<file path="config.mk">
export PLATFORM = sky130hd
export DESIGN_NAME = wb_stage_flat
export DESIGN_NICKNAME = d
export VERILOG_FILES = /design/src/rtl/wb_stage_if.sv /design/src/rtl/wb_stage.sv /design/src/flat_wrapper.sv
export SDC_FILE = /design/constraint.sdc
export NUM_CORES = 1
export LEC_CHECK = 0
export ABC_AREA = 1
export ABC_CLOCK_PERIOD_IN_PS = 3800
export BUFFER_PORTS_ARGS = -buffer_cell sky130_fd_sc_hd__buf_2
export CORE_UTILIZATION = 23
export CTS_BUF_LIST = sky130_fd_sc_hd__clkbuf_2 sky130_fd_sc_hd__clkbuf_4 sky130_fd_sc_hd__clkbuf_8
export DETAILED_ROUTE_END_ITERATION = 7
export PLACE_DENSITY_LB_ADDON = 0.1
export SLEW_MARGIN = 20
export SYNTH_ARGS = -nofsm -noshare
export SYNTH_HDL_FRONTEND = slang
export SYNTH_SLANG_ARGS = --single-unit
export TNS_END_PERCENT = 20
</file>
<file path="constraint.sdc">
create_clock -name clk -period 3.8 [get_ports clk]
set_clock_uncertainty 0.05 [all_clocks]
set_input_delay 0.76 -clock clk [delete_from_list [all_inputs] [get_ports clk]]
set_output_delay 0.76 -clock clk [all_outputs]
set_load 0.005 [all_outputs]
</file>
<file path="src/rtl/wb_stage_if.sv">
// ---------------------------------------------------------------------------
// wb_stage_if -- MEM->WB handshake and payload bundle.
//
// Signals:
//   in_valid        MEM stage presents an instruction
//   in_ready        WB stage accepts it this cycle
//   pc              instruction PC
//   result          ALU/mul/div result, or load address for loads
//   load_op         one-hot {SW,SH,SB,LW,LHU,LH,LBU,LB}
//   res_from_mem    writeback data comes from data SRAM
//   gr_we           register write enable
//   dest            destination register
//   data_sram_rdata SRAM read data for loads
//
// Modports: master = MEM side (drives payload), slave = WB side.
// ---------------------------------------------------------------------------
interface wb_stage_if;
  logic        in_valid;
  logic        in_ready;
  logic [31:0] pc;
  logic [31:0] result;
  logic [7:0]  load_op;
  logic        res_from_mem;
  logic        gr_we;
  logic [4:0]  dest;
  logic [31:0] data_sram_rdata;

  modport master (
    output in_valid, pc, result, load_op, res_from_mem, gr_we, dest,
           data_sram_rdata,
    input  in_ready
  );

  modport slave (
    input  in_valid, pc, result, load_op, res_from_mem, gr_we, dest,
           data_sram_rdata,
    output in_ready
  );
endinterface

</file>
<file path="src/rtl/wb_stage.sv">
// ---------------------------------------------------------------------------
// wb_stage -- pipeline writeback stage.
//
// Retires one instruction per MEM->WB handshake with no added latency:
// extracts and extends load data, drives the regfile write port and the
// forwarding bus, counts retired instructions and emits a trace entry.
// Load data that arrives while WB is stalled is captured so a changing SRAM
// read bus cannot corrupt the pending load.
//
// Ports:
//   clk, resetn         clock, synchronous active-low reset
//   mw (slave)          MEM->WB handshake/payload bundle (wb_stage_if)
//   rf_we/waddr/wdata   regfile write port
//   fwd_valid/dest/data pending write for hazard detection / forwarding
//   instret             retired-instruction counter (wraps)
//   debug_wb_*          trace entry {pc, byte enables, reg number, data}
//   trace_valid/ready   trace handshake
//
// Configuration macro: WB_TRACE_FIFO_EN
//   defined   -> 4-entry trace FIFO; WB stalls when full and not draining
//   undefined -> trace is the current retiring instruction; never stalls
// ---------------------------------------------------------------------------
module wb_stage (
  input  logic             clk,
  input  logic             resetn,
  wb_stage_if.slave        mw,
  output logic             rf_we,
  output logic [4:0]       rf_waddr,
  output logic [31:0]      rf_wdata,
  output logic             fwd_valid,
  output logic [4:0]       fwd_dest,
  output logic [31:0]      fwd_data,
  output logic [31:0]      instret,
  output logic [31:0]      debug_wb_pc,
  output logic [3:0]       debug_wb_rf_we,
  output logic [4:0]       debug_wb_rf_wnum,
  output logic [31:0]      debug_wb_rf_wdata,
  output logic             trace_valid,
  input  logic             trace_ready
);

  // Trace entry layout: {pc[72:41], we[40:37], wnum[36:32], data[31:0]}
  localparam int unsigned TR_W = 73;

  // Select the addressed byte/half from a load word and extend it.
  // Unaligned half offsets (1/3) fall back to the half at offset 0/2.
  function automatic logic [31:0] load_extract(
    input logic [7:0]  op,
    input logic [1:0]  off,
    input logic [31:0] word
  );
    logic [7:0]  b;
    logic [15:0] h;
    logic [31:0] r;
    case (off)
      2'd0:    b = word[7:0];
      2'd1:    b = word[15:8];
      2'd2:    b = word[23:16];
      default: b = word[31:24];
    endcase
    if (off[1]) begin
      h = word[31:16];
    end else begin
      h = word[15:0];
    end
    if (op[0]) begin
      r = {{24{b[7]}}, b};
    end else if (op[1]) begin
      r = {24'h00_0000, b};
    end else if (op[2]) begin
      r = {{16{h[15]}}, h};
    end else if (op[3]) begin
      r = {16'h0000, h};
    end else begin
      r = word;
    end
    return r;
  endfunction

  logic              ready_go_s;
  logic              in_ready_s;
  logic              fire_s;
  logic              wr_en_s;
  logic [31:0]       ld_word_s;
  logic [31:0]       final_data_s;
  logic [TR_W-1:0]   trace_entry_s;
  logic [TR_W-1:0]   trace_out_s;

  logic              hold_vld_q, hold_vld_d;
  logic [31:0]       hold_word_q, hold_word_d;
  logic [31:0]       instret_q, instret_d;

  // Handshake, load data path and regfile/forwarding outputs
  always_comb begin
    in_ready_s   = resetn & (~mw.in_valid | ready_go_s);
    fire_s       = mw.in_valid & in_ready_s;
    wr_en_s      = mw.gr_we & (mw.dest != 5'd0);
    if (hold_vld_q) begin
      ld_word_s = hold_word_q;
    end else begin
      ld_word_s = mw.data_sram_rdata;
    end
    if (mw.res_from_mem) begin
      final_data_s = load_extract(mw.load_op, mw.result[1:0], ld_word_s);
    end else begin
      final_data_s = mw.result;
    end
    trace_entry_s = {mw.pc, {4{fire_s & wr_en_s}}, mw.dest, final_data_s};
  end

  assign mw.in_ready = in_ready_s;
  assign rf_we       = fire_s & wr_en_s;
  assign rf_waddr    = mw.dest;
  assign rf_wdata    = final_data_s;
  assign fwd_valid   = mw.in_valid & wr_en_s;
  assign fwd_dest    = mw.dest;
  assign fwd_data    = final_data_s;
  assign instret     = instret_q;

  // Next state for the load-data hold register and retire counter.
  // Capture only on the first stalled cycle so later SRAM bus changes are
  // ignored until the load retires.
  always_comb begin
    hold_vld_d  = hold_vld_q;
    hold_word_d = hold_word_q;
    instret_d   = instret_q;
    if (fire_s) begin
      hold_vld_d = 1'b0;
      instret_d  = instret_q + 32'd1;
    end else if (mw.in_valid & mw.res_from_mem & ~hold_vld_q) begin
      hold_vld_d  = 1'b1;
      hold_word_d = mw.data_sram_rdata;
    end else begin
      hold_vld_d = hold_vld_q;
    end
  end

  // Hold register and retire counter state
  always_ff @(posedge clk) begin
    if (!resetn) begin
      hold_vld_q  <= 1'b0;
      hold_word_q <= 32'h0000_0000;
      instret_q   <= 32'h0000_0000;
    end else begin
      hold_vld_q  <= hold_vld_d;
      hold_word_q <= hold_word_d;
      instret_q   <= instret_d;
    end
  end

`ifdef WB_TRACE_FIFO_EN
  logic [TR_W-1:0]   fifo_q [4];
  logic [TR_W-1:0]   fifo_d [4];
  logic [1:0]        wr_ptr_q, wr_ptr_d;
  logic [1:0]        rd_ptr_q, rd_ptr_d;
  logic [2:0]        count_q, count_d;
  logic              full_s;
  logic              empty_s;
  logic              push_s;
  logic              pop_s;

  // FIFO control. A push into a full FIFO is only possible when the head
  // is popped in the same cycle, so count stays within 0..4.
  always_comb begin
    full_s     = (count_q == 3'd4);
    empty_s    = (count_q == 3'd0);
    push_s     = fire_s;
    pop_s      = ~empty_s & trace_ready;
    ready_go_s = ~full_s | trace_ready;
    fifo_d     = fifo_q;
    wr_ptr_d   = wr_ptr_q;
    rd_ptr_d   = rd_ptr_q;
    count_d    = count_q + {2'b00, push_s} - {2'b00, pop_s};
    if (push_s) begin
      fifo_d[wr_ptr_q] = trace_entry_s;
      wr_ptr_d         = wr_ptr_q + 2'd1;
    end else begin
      wr_ptr_d = wr_ptr_q;
    end
    if (pop_s) begin
      rd_ptr_d = rd_ptr_q + 2'd1;
    end else begin
      rd_ptr_d = rd_ptr_q;
    end
    if (empty_s) begin
      trace_out_s = {TR_W{1'b0}};
    end else begin
      trace_out_s = fifo_q[rd_ptr_q];
    end
  end

  // FIFO pointer and occupancy state
  always_ff @(posedge clk) begin
    if (!resetn) begin
      wr_ptr_q <= 2'd0;
      rd_ptr_q <= 2'd0;
      count_q  <= 3'd0;
    end else begin
      wr_ptr_q <= wr_ptr_d;
      rd_ptr_q <= rd_ptr_d;
      count_q  <= count_d;
    end
  end

  // FIFO storage; stale contents are masked by the empty check
  always_ff @(posedge clk) begin
    fifo_q <= fifo_d;
  end

  assign trace_valid = ~empty_s;
`else
  logic unused_trace_ready_s;

  // Without a FIFO the trace shows the retiring instruction, zero otherwise
  always_comb begin
    ready_go_s           = 1'b1;
    unused_trace_ready_s = trace_ready;
    if (fire_s) begin
      trace_out_s = trace_entry_s;
    end else begin
      trace_out_s = {TR_W{1'b0}};
    end
  end

  assign trace_valid = fire_s;
`endif

  assign debug_wb_pc       = trace_out_s[72:41];
  assign debug_wb_rf_we    = trace_out_s[40:37];
  assign debug_wb_rf_wnum  = trace_out_s[36:32];
  assign debug_wb_rf_wdata = trace_out_s[31:0];

endmodule

</file>
<file path="src/flat_wrapper.sv">
// flat-port wrapper written by rule: the top's interface ports become plain ports
module wb_stage_flat 
  (clk, resetn, rf_we, rf_waddr, rf_wdata, fwd_valid, fwd_dest, fwd_data, instret, debug_wb_pc, debug_wb_rf_we, debug_wb_rf_wnum, debug_wb_rf_wdata, trace_valid, trace_ready, mw_in_valid, mw_pc, mw_result, mw_load_op, mw_res_from_mem, mw_gr_we, mw_dest, mw_data_sram_rdata, mw_in_ready);
  wb_stage_if mw_i ();
  input  logic clk;
  input  logic resetn;
  output logic rf_we;
  output logic [4:0] rf_waddr;
  output logic [31:0] rf_wdata;
  output logic fwd_valid;
  output logic [4:0] fwd_dest;
  output logic [31:0] fwd_data;
  output logic [31:0] instret;
  output logic [31:0] debug_wb_pc;
  output logic [3:0] debug_wb_rf_we;
  output logic [4:0] debug_wb_rf_wnum;
  output logic [31:0] debug_wb_rf_wdata;
  output logic trace_valid;
  input  logic trace_ready;
  input wire logic [$bits(mw_i.in_valid)-1:0] mw_in_valid;
  input wire logic [$bits(mw_i.pc)-1:0] mw_pc;
  input wire logic [$bits(mw_i.result)-1:0] mw_result;
  input wire logic [$bits(mw_i.load_op)-1:0] mw_load_op;
  input wire logic [$bits(mw_i.res_from_mem)-1:0] mw_res_from_mem;
  input wire logic [$bits(mw_i.gr_we)-1:0] mw_gr_we;
  input wire logic [$bits(mw_i.dest)-1:0] mw_dest;
  input wire logic [$bits(mw_i.data_sram_rdata)-1:0] mw_data_sram_rdata;
  output wire logic [$bits(mw_i.in_ready)-1:0] mw_in_ready;
  assign mw_i.in_valid = mw_in_valid;
  assign mw_i.pc = mw_pc;
  assign mw_i.result = mw_result;
  assign mw_i.load_op = mw_load_op;
  assign mw_i.res_from_mem = mw_res_from_mem;
  assign mw_i.gr_we = mw_gr_we;
  assign mw_i.dest = mw_dest;
  assign mw_i.data_sram_rdata = mw_data_sram_rdata;
  assign mw_in_ready = mw_i.in_ready;
  wb_stage u_core (.clk(clk), .resetn(resetn), .mw(mw_i), .rf_we(rf_we), .rf_waddr(rf_waddr), .rf_wdata(rf_wdata), .fwd_valid(fwd_valid), .fwd_dest(fwd_dest), .fwd_data(fwd_data), .instret(instret), .debug_wb_pc(debug_wb_pc), .debug_wb_rf_we(debug_wb_rf_we), .debug_wb_rf_wnum(debug_wb_rf_wnum), .debug_wb_rf_wdata(debug_wb_rf_wdata), .trace_valid(trace_valid), .trace_ready(trace_ready));
endmodule
</file>
Yosys cells after proc, flatten, opt, wreduce, memory -nomap -nowiden
Index checks and enable logic that the tools add are counted.
{"block": "word_totals", "reg_bits": 65, "inputBits": 115, "output_inout_bits": 183, "elab_cells": 28}
{"block": "classes", "addsub": 1, "n_eq_ne": 2, "n_mux": 9, "n_bitwise": 9, "reduce_logical": 4}
{"operator": "32-bit 2-to-1 mux", "count": 6}
{"operator": "73-bit 2-to-1 mux", "count": 1}
{"operator": "32-bit by 1-bit adder with 32-bit output (second input constant)", "count": 1}
{"operator": "8-bit case mux with 3 select lines", "count": 1}
{"operator": "16-bit 2-to-1 mux", "count": 1}
{"operator": "1-bit AND", "count": 6}
{"operator": "5-bit nonzero test", "count": 1}
{"operator": "1-bit NOT", "count": 3}
{"operator": "2-bit by 1-bit equality test with 1-bit output (second input constant)", "count": 1}
{"operator": "2-bit equality test (second input constant)", "count": 1}
{"operator": "2-bit zero test", "count": 1}
{"operator": "2-bit AND reduction", "count": 1}
{"operator": "2-bit OR reduction", "count": 1}

Logic depth before layout (Yosys ltp)
Gate-level depths: netlist of run 1.
{"block": "logic_depth", "ltp_word": 8, "depth_mapped": 13, "mapped_depth_nobuf": 11}

Worst setup path before layout of run 1
OpenSTA, ideal clock, no wires.
{"block": "synth_path", "kind": "input to output", "start": "input port resetn", "end": "output port debug_wb_rf_we[0]", "arrival_ns": 1.800, "t_required_ns": 2.990, "slack_ns": 1.190, "cell_stages": 5, "n_path_buf": 3, "path_cell_list": "buf_2 -> clkinv_1 -> clkbuf_1 -> nor2_1 -> buf_4"}
{"block": "synth_between", "elab_chain_len": 3}
{"element": "start: declaration", "line_no": "flat_wrapper.sv:6", "source": "input logic resetn;"}
{"element": "1-bit AND", "line_no": "wb_stage.sv:96", "source": "fire_s = mw.in_valid & in_ready_s;"}
{"element": "1-bit AND"}
{"element": "named net rf_we", "line_no": "flat_wrapper.sv:7", "source": "output logic rf_we;"}
{"element": "73-bit 2-to-1 mux", "line_no": "wb_stage.sv:218", "source": "if (fire_s) begin"}
{"element": "end: declaration", "line_no": "flat_wrapper.sv:15", "source": "output logic [3:0] debug_wb_rf_we;"}
The timed path passes the listed nets, and every way through them passes these cells.

Worst setup path in the final report of run 1
{"block": "layout_path", "start": "input port mw_result[1]", "end": "output port fwd_data[21]"}
{"block": "layout_between", "elab_chain_len": 5, "elab_cells_between_ends": 9, "classes_between": "eq/ne (2); mux (6); reduce/logical (1)"}
{"element": "start: declaration", "line_no": "flat_wrapper.sv:22", "source": "input wire logic [$bits(mw_i.result)-1:0] mw_result;"}
{"element": "16-bit 2-to-1 mux", "line_no": "wb_stage.sv:61", "source": "if (off[1]) begin"}
{"element": "32-bit 2-to-1 mux", "line_no": "wb_stage.sv:70", "source": "end else if (op[2]) begin"}
{"element": "32-bit 2-to-1 mux", "line_no": "wb_stage.sv:68", "source": "end else if (op[1]) begin"}
{"element": "32-bit 2-to-1 mux *", "line_no": "wb_stage.sv:66", "source": "if (op[0]) begin"}
{"element": "32-bit 2-to-1 mux *", "line_no": "wb_stage.sv:103", "source": "if (mw.res_from_mem) begin"}
{"element": "end: declaration", "line_no": "flat_wrapper.sv:12", "source": "output logic [31:0] fwd_data;"}
Every way passes the cells marked *; elsewhere a longest branch is shown, timed or not.

==> results.sh, run 1 <==
export IMPL_cts_path_max_buffers=2
export IMPL_reg2reg_from="u_core.instret[1]$_SDFFE_PN0P_"
export IMPL_layout_nets=1339
export IMPL_syn_instance_count=992
export IMPL_finalSetupViolations=0
export IMPL_power_total_w=0.00176
export IMPL_slew_headroom_pct=59.7
export IMPL_worstSetupPathType="in -> out"
export IMPL_worstSetupStartpoint="mw_result[1]"
export IMPL_cell_taking_the_most_area_after_synthesis="dfxtp_1"
export IMPL_critPathArrivalTime_ns=2.46
export IMPL_effective_utilization_at_floorplan_pct=23.7
export IMPL_cts_num_sinks=65
export IMPL_detail_route_vias_per_cell=4.11
export IMPL_leakage_nw=4.27
export IMPL_maxClockFrequency_mhz=306
export IMPL_routed_wire_length_um=22300
export IMPL_reg_clk_slew_reported_paths_ns=0.07
export IMPL_drt_initial_drc_count=310
export IMPL_top_library_cells_by_usage_in_the_layout_fill_and_taps_aside="nand2_1, buf_2, inv_1"
export IMPL_cp_top_family="buffers and inverters"
export IMPL_coreArea_um2=23600
export IMPL_syn_mean_instance_area_um2=5.63
export IMPL_synth_top_cell_area_share_pct=23.3
export IMPL_critPathSlowestCell="buf_2"
export IMPL_clock_insertion_delay_worst_skew_ns=0.35
export IMPL_n_fill_cell=2795
export IMPL_post_synth_fa_ha_maj_area_fraction_pct=0.224
export IMPL_synth_area_um2=5590
export IMPL_num_rows=56
export IMPL_io_pins=298
export IMPL_placement_io_buffers=292
export IMPL_worst_r2r_cell_count=8
export IMPL_clockRootBuffer="clkbuf_8"
export IMPL_grt_pass1_wl_um=32800
export IMPL_final_setup_tns_ns=0
export IMPL_dieArea_um2=24900
export IMPL_worst_path_max_fanout=24
export IMPL_cts_setup_buffers=0
export IMPL_cp_start_kind="input pin"
export IMPL_synthFlopType="dfxtp_1"
export IMPL_layout_core_utilization_pct=30.4
export IMPL_register_area_share_after_synthesis_pct=23.3
export IMPL_async_reset_ff_share_pct=0
export IMPL_cp_num_buf_inv=4
export IMPL_synth_mux_area_share_pct=0
export IMPL_cts_hold_buf=0
export IMPL_hold_start="u_core.hold_word_q[13]$_SDFFE_PN0P_"
export IMPL_design_area_um2=7190
export IMPL_grt_setup_unrepaired="false"
export IMPL_netlist_top_cells_area="dfxtp_1, nand2_1, inv_1"
export IMPL_cts_tree="built"
export IMPL_grt_overflow_total=0
export IMPL_post_route_period_util_pct=85.9
export IMPL_dr_pass1_iters=4
export IMPL_synth_seq_cells=65
export IMPL_first_global_vias=5799
export IMPL_routed_via_count=6370
export IMPL_postPlaceCellArea_um2=6980
export IMPL_die_height_um=158
export IMPL_timing_hold_worst_path_depth=2
export IMPL_detail_route_drc_violations=0
export IMPL_cts_inserted_buffers=9
export IMPL_largest_family_of_logic_cells_by_synthesized_area="simple AND/OR/NAND/NOR gates"
export IMPL_yosys_area_share_xor_xnor_pct=0.784
export IMPL_power_per_cell_area_nw_per_um2=245
export IMPL_synth_distinct_cells=40
export IMPL_critical_path_max_stage_delay_ns=0.25
export IMPL_cts_htree_levels=3
export IMPL_max_cap_violations=0
export IMPL_critical_path_depth=10
export IMPL_syn_to_final_growth_pct=28.7
export IMPL_worstPathCellList="buf_2, inv_1, nor2_1, nand2_1, nand3_2, nand3_4, nand2_1, o21ai_0, inv_1, buf_2"
export IMPL_regToRegSetupSlack_ns=2.06
export IMPL_post_drt_wl_per_cell_um=14.4
export IMPL_synth_simple_area_share_pct=46.6
export IMPL_whs_ns=0.374
export IMPL_layout_commonest_cell="nand2_1"
export IMPL_synth_enable_flop_cells=0
export IMPL_run_status="finished clean"
export IMPL_count_of_antenna_violating_nets_left_after_detailed_routing=0
export IMPL_maximum_number_of_pins_on_one_net_before_global_route_repair=52
export IMPL_gp_congestion=0.836
export IMPL_max_slew_worst_pin_slew_ns=0.604
export IMPL_cts_resized=0
export IMPL_cp_data_required_time_ns=2.99
export IMPL_ys_warnings_count=0
export IMPL_synthesized_area_fraction_occupied_by_ao_oa_aoi_and_oai_cells_pct=7.59
export IMPL_drive_above_1_share_pct=31.4
export IMPL_dp_hpwl_um=18400
export IMPL_fp_dieW_um=158
export IMPL_vdd_drop_max_mv=0.142
export IMPL_timing_hold_worst_class="reg -> reg"
export IMPL_crit_path_end_kind="primary output"
export IMPL_grt_antenna_before_repair=6
export IMPL_synth_net_count=1108
export IMPL_final_hold_viol_count=0
export IMPL_total_grt_usage_pct=17.5
export IMPL_maxSlewViolCount=0
export IMPL_period_needed_ns=3.27
[tightest hold or removal path, delay by kind of cell (launching register included)]
kind          cells  cell delay (ns)
flops             1             0.31
simple gates      1             0.05
buf+inv           1             0.03
[per-stage QoR]
stage                     setup WS (ns)  std cells
after floorplan                    1.19        992
after global placement            0.521       1531
after detailed placement          0.503       1531
after CTS                         0.485       1547
after global routing              0.298       1549
final                             0.534       1551
[state kept, by name, indices dropped and copies added (netlist names)]
signal              flops
u_core.hold_vld_q       1
u_core.instret         32
u_core.hold_word_q     32
[cells in the mapped netlist (2+ instances only)]
master	number
dfxtp_1	65
a31oi_1	2
buf_2	8
o211ai_1	5
a21oi_1	20
nand3_1	39
nor2_8	2
nand2_4	5
nand3_4	3
nor2_4	5
or2_2	24
o21ai_0	43
nand4_4	2
nand2_1	319
nor2_1	151
inv_1	171
o21bai_1	2
clkbuf_1	17
nand3_2	6
nor3_1	5
nor2_2	10
o21ai_1	5
inv_2	3
nor3_2	2
xor2_1	4
buf_6	3
buf_4	53
nand4_1	6
[cell families (layout without fill, tap and decap cells)]
kind of cell / Yosys count / count (layout)
other cells: 0 / 4
compound gates: 79 / 79
simple gates: 584 / 584
xor+xnor: 5 / 5
fa+ha+maj: 1 / 1
buf+inv: 258 / 494
flops: 65 / 65
[layer usage]
metal | part of all wire, % | track usage (%) | routed length (um)
met5 | 0.12 | 0 | 27
met3 | 6.3 | 3.50 | 1420
met4 | 1.3 | 4.62 | 290
met2 | 48 | 30.8 | 10800
met1 | 44 | 21.5 | 9800
[worst paths after layout]
path	to
setup / recovery	fwd_data[21]
hold / removal	u_core.hold_word_q[13]$_SDFFE_PN0P_
setup reg to reg	u_core.instret[28]$_SDFFE_PN0P_
hold reg to reg	u_core.hold_word_q[13]$_SDFFE_PN0P_
[area by class of cell]
class,count,area (um2),area share [%]
clock buffer,11,139,1.93
inverter,175,657,9.14
sequential,65,1300,18.1
multi-input combinational,669,3080,42.9
tap,319,399,5.55
antenna,4,10.0,0.139
timing repair buffer,303,1540,21.5
clock inverter,5,56.3,0.783
[where the power goes]
part           total [W]  switching (W)  internal, W  leakage, nW
Combinational   0.000475       0.000283     0.000192         3.65
Clock           0.000600       0.000283     0.000317        0.100
Sequential      0.000685     0.00000264     0.000683        0.524
Total            0.00176       0.000569      0.00119         4.27
Note: power is estimated with default switching activity, not from simulation.
==> inputs of run 2 (changes only) <==
Settings changed: ABC_CLOCK_PERIOD_IN_PS 3800 to 4000.
Clock period 3.8 ns to 4 ns, I/O delays scaled along.
==> results.sh, run 2 (synthesis gave the netlist of run 1 again) <==
export IMPL_worst_path_max_fanout=24
export IMPL_grt_antenna_before_repair=6
export IMPL_internal_power_w=0.00118
export IMPL_top_library_cells_by_usage_in_the_layout_fill_and_taps_aside="nand2_1, buf_2, inv_1"
export IMPL_crit_path_end_kind="primary output"
export IMPL_post_route_period_util_pct=87.6
export IMPL_die_height_um=158
export IMPL_netSwitchingFraction_pct=31.3
export IMPL_period_needed_ns=3.50
export IMPL_dieArea_um2=24900
export IMPL_dp_hpwl_um=18500
export IMPL_io_pins=298
export IMPL_placement_io_buffers=292
export IMPL_worstPathCellList="buf_2, inv_1, nor2_1, nand2_1, nand3_2, nand3_4, nand2_1, o21ai_0, inv_1, buf_2"
export IMPL_slew_headroom_pct=47.6
export IMPL_fp_dieW_um=158
export IMPL_critical_path_max_stage_delay_ns=0.34
export IMPL_routed_via_count=6348
export IMPL_layout_nets=1338
export IMPL_whs_ns=0.374
export IMPL_cts_hold_buf=0
export IMPL_finalSetupViolations=0
export IMPL_reg_clk_slew_reported_paths_ns=0.07
export IMPL_n_fill_cell=2779
export IMPL_count_of_antenna_violating_nets_left_after_detailed_routing=0
export IMPL_grt_pass1_wl_um=32900
export IMPL_cts_num_sinks=65
export IMPL_final_hold_viol_count=0
export IMPL_p_comb_share_pct=26.1
export IMPL_detail_route_drc_violations=0
export IMPL_dr_pass1_iters=5
export IMPL_post_drt_wl_per_cell_um=14.5
export IMPL_drt_initial_drc_count=312
export IMPL_num_rows=56
export IMPL_cts_resized=0
export IMPL_power_share_clock_pct=36.2
export IMPL_max_slew_worst_pin_slew_ns=0.785
export IMPL_leakage_nw=4.28
export IMPL_effective_utilization_at_floorplan_pct=23.7
export IMPL_coreArea_um2=23600
export IMPL_detail_route_vias_per_cell=4.10
export IMPL_timing_hold_worst_class="reg -> reg"
export IMPL_layout_commonest_cell="nand2_1"
export IMPL_clock_insertion_delay_worst_skew_ns=0.35
export IMPL_maxClockFrequency_mhz=285
export IMPL_critPathArrivalTime_ns=2.65
export IMPL_power_switching_w=0.000540
export IMPL_grt_setup_unrepaired="false"
export IMPL_cts_path_max_buffers=2
export IMPL_cts_tree="built"
export IMPL_cp_start_kind="input pin"
export IMPL_cts_htree_levels=3
export IMPL_final_setup_tns_ns=0
export IMPL_maximum_number_of_pins_on_one_net_before_global_route_repair=52
export IMPL_grt_overflow_total=0
export IMPL_clockRootBuffer="clkbuf_8"
export IMPL_syn_to_final_growth_pct=29.1
export IMPL_p_seq_share_pct=37.7
export IMPL_cts_inserted_buffers=9
export IMPL_critPathSlowestCell="nor2_1"
export IMPL_power_per_cell_area_nw_per_um2=239
export IMPL_first_global_vias=5706
export IMPL_vdd_drop_max_mv=0.142
export IMPL_max_cap_violations=0
export IMPL_cts_setup_buffers=0
export IMPL_routed_wire_length_um=22400
export IMPL_regToRegSetupSlack_ns=2.25
export IMPL_total_grt_usage_pct=17.6
export IMPL_gp_congestion=0.833
export IMPL_run_status="finished clean"
export IMPL_cp_data_required_time_ns=3.15
export IMPL_maxSlewViolCount=0
export IMPL_drive_above_1_share_pct=31.4
export IMPL_worstSetupPathType="in -> out"
-- run 2: changes by cell type in the layout (fill, tap and decap cells not counted), sizes merged --
cell / before / now
clkbuf: 11 / 10
buf: 303 / 302
bufinv: 1 / 2
-- run 2: critical path, delay by kind of cell --
kind	cells	cell delay [ns]
AO/OA/AOI/OAI	1	0.11
buffers and inverters	4	0.79
AND/OR/NAND/NOR	5	0.94
-- run 2: routing by layer --
metal / global-route usage (%) / wire length [um] / up-vias
met2: 31.0 / 10700 / 208
met3: 3.09 / 1320 / 17
met1: 21.5 / 10100 / 2755
met5: 0 / 13 / -
li1: - / - / 3366
met4: 5.50 / 307 / 2
-- run 2: path summary, 6_finish.rpt --
kind / to / startpoint / depth (start not counted)
worst max register to register: u_core.instret[28]$_SDFFE_PN0P_ / u_core.instret[0]$_SDFFE_PN0P_ / 8
worst max-delay path: fwd_data[21] / mw_result[1] / 10
worst min register to register: u_core.hold_word_q[29]$_SDFFE_PN0P_ / u_core.hold_word_q[29]$_SDFFE_PN0P_ / 2
worst min-delay path: u_core.hold_word_q[29]$_SDFFE_PN0P_ / u_core.hold_word_q[29]$_SDFFE_PN0P_ / 2
-- run 2: per-stage QoR --
step                setup slack (ns)  utilization [%]  cells  total power (W)  area (um2)
floorplan                       1.31                -    992         0.000939        5590
global placement               0.451             29.6   1530          0.00113        6990
detailed placement             0.432             29.6   1530          0.00113        6990
CTS                            0.427             30.5   1546          0.00176        7200
global route                   0.243             30.5   1548          0.00184        7210
finish                         0.497             30.5   1550          0.00173        7210
-- run 2: final cells by class --
class	instances	area (um2)	area share (%)
diodes	4	10.0	0.139
clock buffers	10	131	1.82
clock inverters	6	82.6	1.14
inverters	175	657	9.11
multi-input cells	669	3080	42.7
flip-flops and latches	65	1300	18.0
well taps	319	399	5.53
repair buffers	302	1550	21.5
-- run 2: power groups by stage --
stage / Combinational, W / Clock [W] / Sequential (W)
2_1_floorplan: 0.000273 / 0 / 0.000666
3_3_place_gp: 0.000459 / 0 / 0.000666
3_5_place_dp: 0.000459 / 0 / 0.000666
4_1_cts: 0.000460 / 0.000650 / 0.000651
5_1_grt: 0.000513 / 0.000679 / 0.000651
6_report: 0.000450 / 0.000624 / 0.000651
==> inputs of run 3 (changes only) <==
Settings changed: ABC_AREA 1 to 0.
==> results.sh, run 3 <==
export IMPL_num_rows=53
export IMPL_first_global_vias=5060
export IMPL_cts_num_sinks=65
export IMPL_detail_route_vias_per_cell=4.80
export IMPL_n_fill_cell=2315
export IMPL_drt_initial_drc_count=311
export IMPL_synthFlopType="dfxtp_1"
export IMPL_async_reset_ff_share_pct=0
export IMPL_count_of_antenna_violating_nets_left_after_detailed_routing=0
export IMPL_run_status="finished clean"
export IMPL_slew_headroom_pct=47.1
export IMPL_synthTopCellsByCount="dfxtp_1, buf_4, nor2_1"
export IMPL_clock_insertion_delay_worst_skew_ns=0.35
export IMPL_cp_start_kind="input pin"
export IMPL_syn_to_final_growth_pct=31.4
export IMPL_final_setup_tns_ns=0
export IMPL_cts_setup_buffers=0
export IMPL_cp_top_family="simple AND/OR/NAND/NOR gates"
export IMPL_synth_enable_flop_cells=0
export IMPL_crit_path_end_kind="primary output"
export IMPL_effective_utilization_at_floorplan_pct=23.6
export IMPL_final_hold_viol_count=0
export IMPL_leakage_nw=3.05
export IMPL_grt_setup_unrepaired="false"
export IMPL_dr_pass1_iters=5
export IMPL_syn_mean_instance_area_um2=7.82
export IMPL_gp_congestion=0.801
export IMPL_cts_tree="built"
export IMPL_netlist_top_cells_area="dfxtp_1, mux2i_1, buf_4"
export IMPL_syn_instance_count=639
export IMPL_synth_distinct_cells=46
export IMPL_io_pins=298
export IMPL_synth_area_um2=5000
export IMPL_coreArea_um2=21200
export IMPL_total_grt_usage_pct=16.3
export IMPL_grt_busiest_layer="met2"
export IMPL_cts_hold_buf=0
export IMPL_vdd_drop_max_mv=0.115
export IMPL_crit_reg2reg_capture="u_core.instret[24]$_SDFFE_PN0P_"
export IMPL_grt_pass1_wl_um=28200
export IMPL_power_per_cell_area_nw_per_um2=254
export IMPL_fp_dieW_um=149
export IMPL_detail_route_drc_violations=0
export IMPL_worstSetupPathType="in -> out"
export IMPL_synth_net_count=755
export IMPL_finalSetupViolations=0
export IMPL_timing_hold_worst_class="reg -> reg"
export IMPL_n_antenna_cell=0
export IMPL_postLayoutSetupSlackWorst_ns=0.560
export IMPL_cts_htree_levels=3
export IMPL_maxClockFrequency_mhz=291
export IMPL_top_library_cells_by_usage_in_the_layout_fill_and_taps_aside="buf_2, dfxtp_1, nor2_1"
export IMPL_maximum_number_of_pins_on_one_net_before_global_route_repair=82
export IMPL_cp_data_required_time_ns=3.15
export IMPL_cts_path_max_buffers=2
export IMPL_maxSlewViolCount=0
export IMPL_cp_num_buf_inv=3
export IMPL_routed_via_count=5482
export IMPL_synth_top_cell_area_share_pct=26.0
export IMPL_use_met1_pct=21.0
export IMPL_timing_hold_worst_path_depth=1
export IMPL_critPathArrivalTime_ns=2.59
export IMPL_post_route_period_util_pct=86.0
export IMPL_layout_nets=978
export IMPL_synth_seq_cells=65
export IMPL_hold_path_end="u_core.hold_word_q[29]$_SDFFE_PN0P_"
export IMPL_post_drt_wl_per_cell_um=16.4
export IMPL_dieArea_um2=22300
export IMPL_die_height_um=149
export IMPL_max_cap_violations=0
export IMPL_grt_antenna_before_repair=0
export IMPL_worst_path_max_fanout=34
export IMPL_reg_clk_slew_reported_paths_ns=0.07
export IMPL_reg2reg_from="u_core.instret[10]$_SDFFE_PN0P_"
export IMPL_post_place_ws_ns=0.557
export IMPL_period_needed_ns=3.44
export IMPL_critPathSlowestCell="or4_1"
export IMPL_crit_top_cell="buf_2"
export IMPL_register_area_share_after_synthesis_pct=26.0
export IMPL_cell_taking_the_most_area_after_synthesis="dfxtp_1"
export IMPL_worst_r2r_cell_count=4
export IMPL_cts_inserted_buffers=9
export IMPL_dp_hpwl_um=14300
export IMPL_cts_resized=0
export IMPL_hold_start="u_core.hold_word_q[29]$_SDFFE_PN0P_"
export IMPL_grt_overflow_total=0
export IMPL_groute_layer_met3_usage_pct=2.47
export IMPL_ys_warnings_count=0
export IMPL_drive_above_1_share_pct=40.6
export IMPL_critical_path_max_stage_delay_ns=0.59
export IMPL_routed_wire_length_um=18700
export IMPL_layout_commonest_cell="buf_2"
export IMPL_worstPathCellList="buf_2, or4_1, buf_4, nand3_1, a21boi_0, o21ai_0, buf_2"
export IMPL_post_synth_top_count_cell="dfxtp_1"
export IMPL_regToRegSetupSlack_ns=1.57
export IMPL_groute_layer_met2_usage_pct=28.0
export IMPL_clockRootBuffer="clkbuf_8"
export IMPL_max_slew_worst_pin_slew_ns=0.792
export IMPL_placement_io_buffers=292
-- run 3: how the worst max path moves through the flow --
stage / slack [ns] / start / to / cells past startpoint
finish: 0.56 / mw_load_op[3] / rf_wdata[5] / 7
global route: 0.41 / u_core.hold_vld_q$_SDFFE_PP0P_ / fwd_data[21] / 6
CTS: 0.52 / u_core.hold_vld_q$_SDFFE_PP0P_ / rf_wdata[30] / 6
detailed placement: 0.56 / mw_load_op[3] / rf_wdata[5] / 7
global placement: 0.55 / mw_load_op[3] / rf_wdata[5] / 7
floorplan: 0.79 / mw_result[1] / rf_wdata[4] / 7
-- run 3: routing by layer --
metal	up-vias	share of wire [%]
li1	2755	-
met1	2503	44
met2	210	48
met3	14	6.4
met4	0	1.3
met5	-	0
-- run 3: report_power, final --
group | internal, W | switching, W | total, W
registers | 0.000649 | 0.00000296 | 0.000652
clock network | 0.000294 | 0.000289 | 0.000583
logic | 0.000196 | 0.000236 | 0.000432
-- run 3: cell type report --
type | count | area (um2) | area share (%)
Clock buffer | 9 | 124 | 1.89
Inverter | 9 | 33.8 | 0.514
Multi-Input combinational cell | 463 | 3060 | 46.5
Sequential cell | 65 | 1300 | 19.8
Timing Repair Buffer | 314 | 1630 | 24.8
Clock inverter | 7 | 80.1 | 1.22
Tap cell | 275 | 344 | 5.24
-- run 3: cells by family (layout without fill, tap and decap cells) --
kind of cell	count (synthesis)	in the layout	share of synthesized area (%)
and+or+nand+nor	279	279	30.2
AOI/OAI and AO/OA	126	126	16.5
buffers and inverters	111	339	12.8
DFF	65	65	26.0
muxes	48	48	12.6
xor gates and xnor gates	9	9	1.58
adders and majority gates	1	1	0.250
-- run 3: worst reg2reg max path, delay by kind of cell, from the launching register on --
| kind | cells | cell delay, ns |
|---|---|---|
| AND/OR/NAND/NOR | 3 | 1.72 |
| flip-flops | 1 | 0.45 |
| AO/OA/AOI/OAI | 1 | 0.15 |
-- run 3: metrics by stage --
stage | instances | power [W] | util [%] | area (um2) | hold WS (ns)
6_report | 1142 | 0.00167 | 31.0 | 6570 | 0.410
5_1_grt | 1142 | 0.00177 | 31.0 | 6570 | 0.422
4_1_cts | 1142 | 0.00170 | 31.0 | 6570 | 0.415
3_5_place_dp | 1126 | 0.00110 | 30.1 | 6360 | 0.394
3_3_place_gp | 1126 | 0.00111 | 30.1 | 6360 | 0.391
2_1_floorplan | 639 | 0.000933 | - | 5000 | 0.380
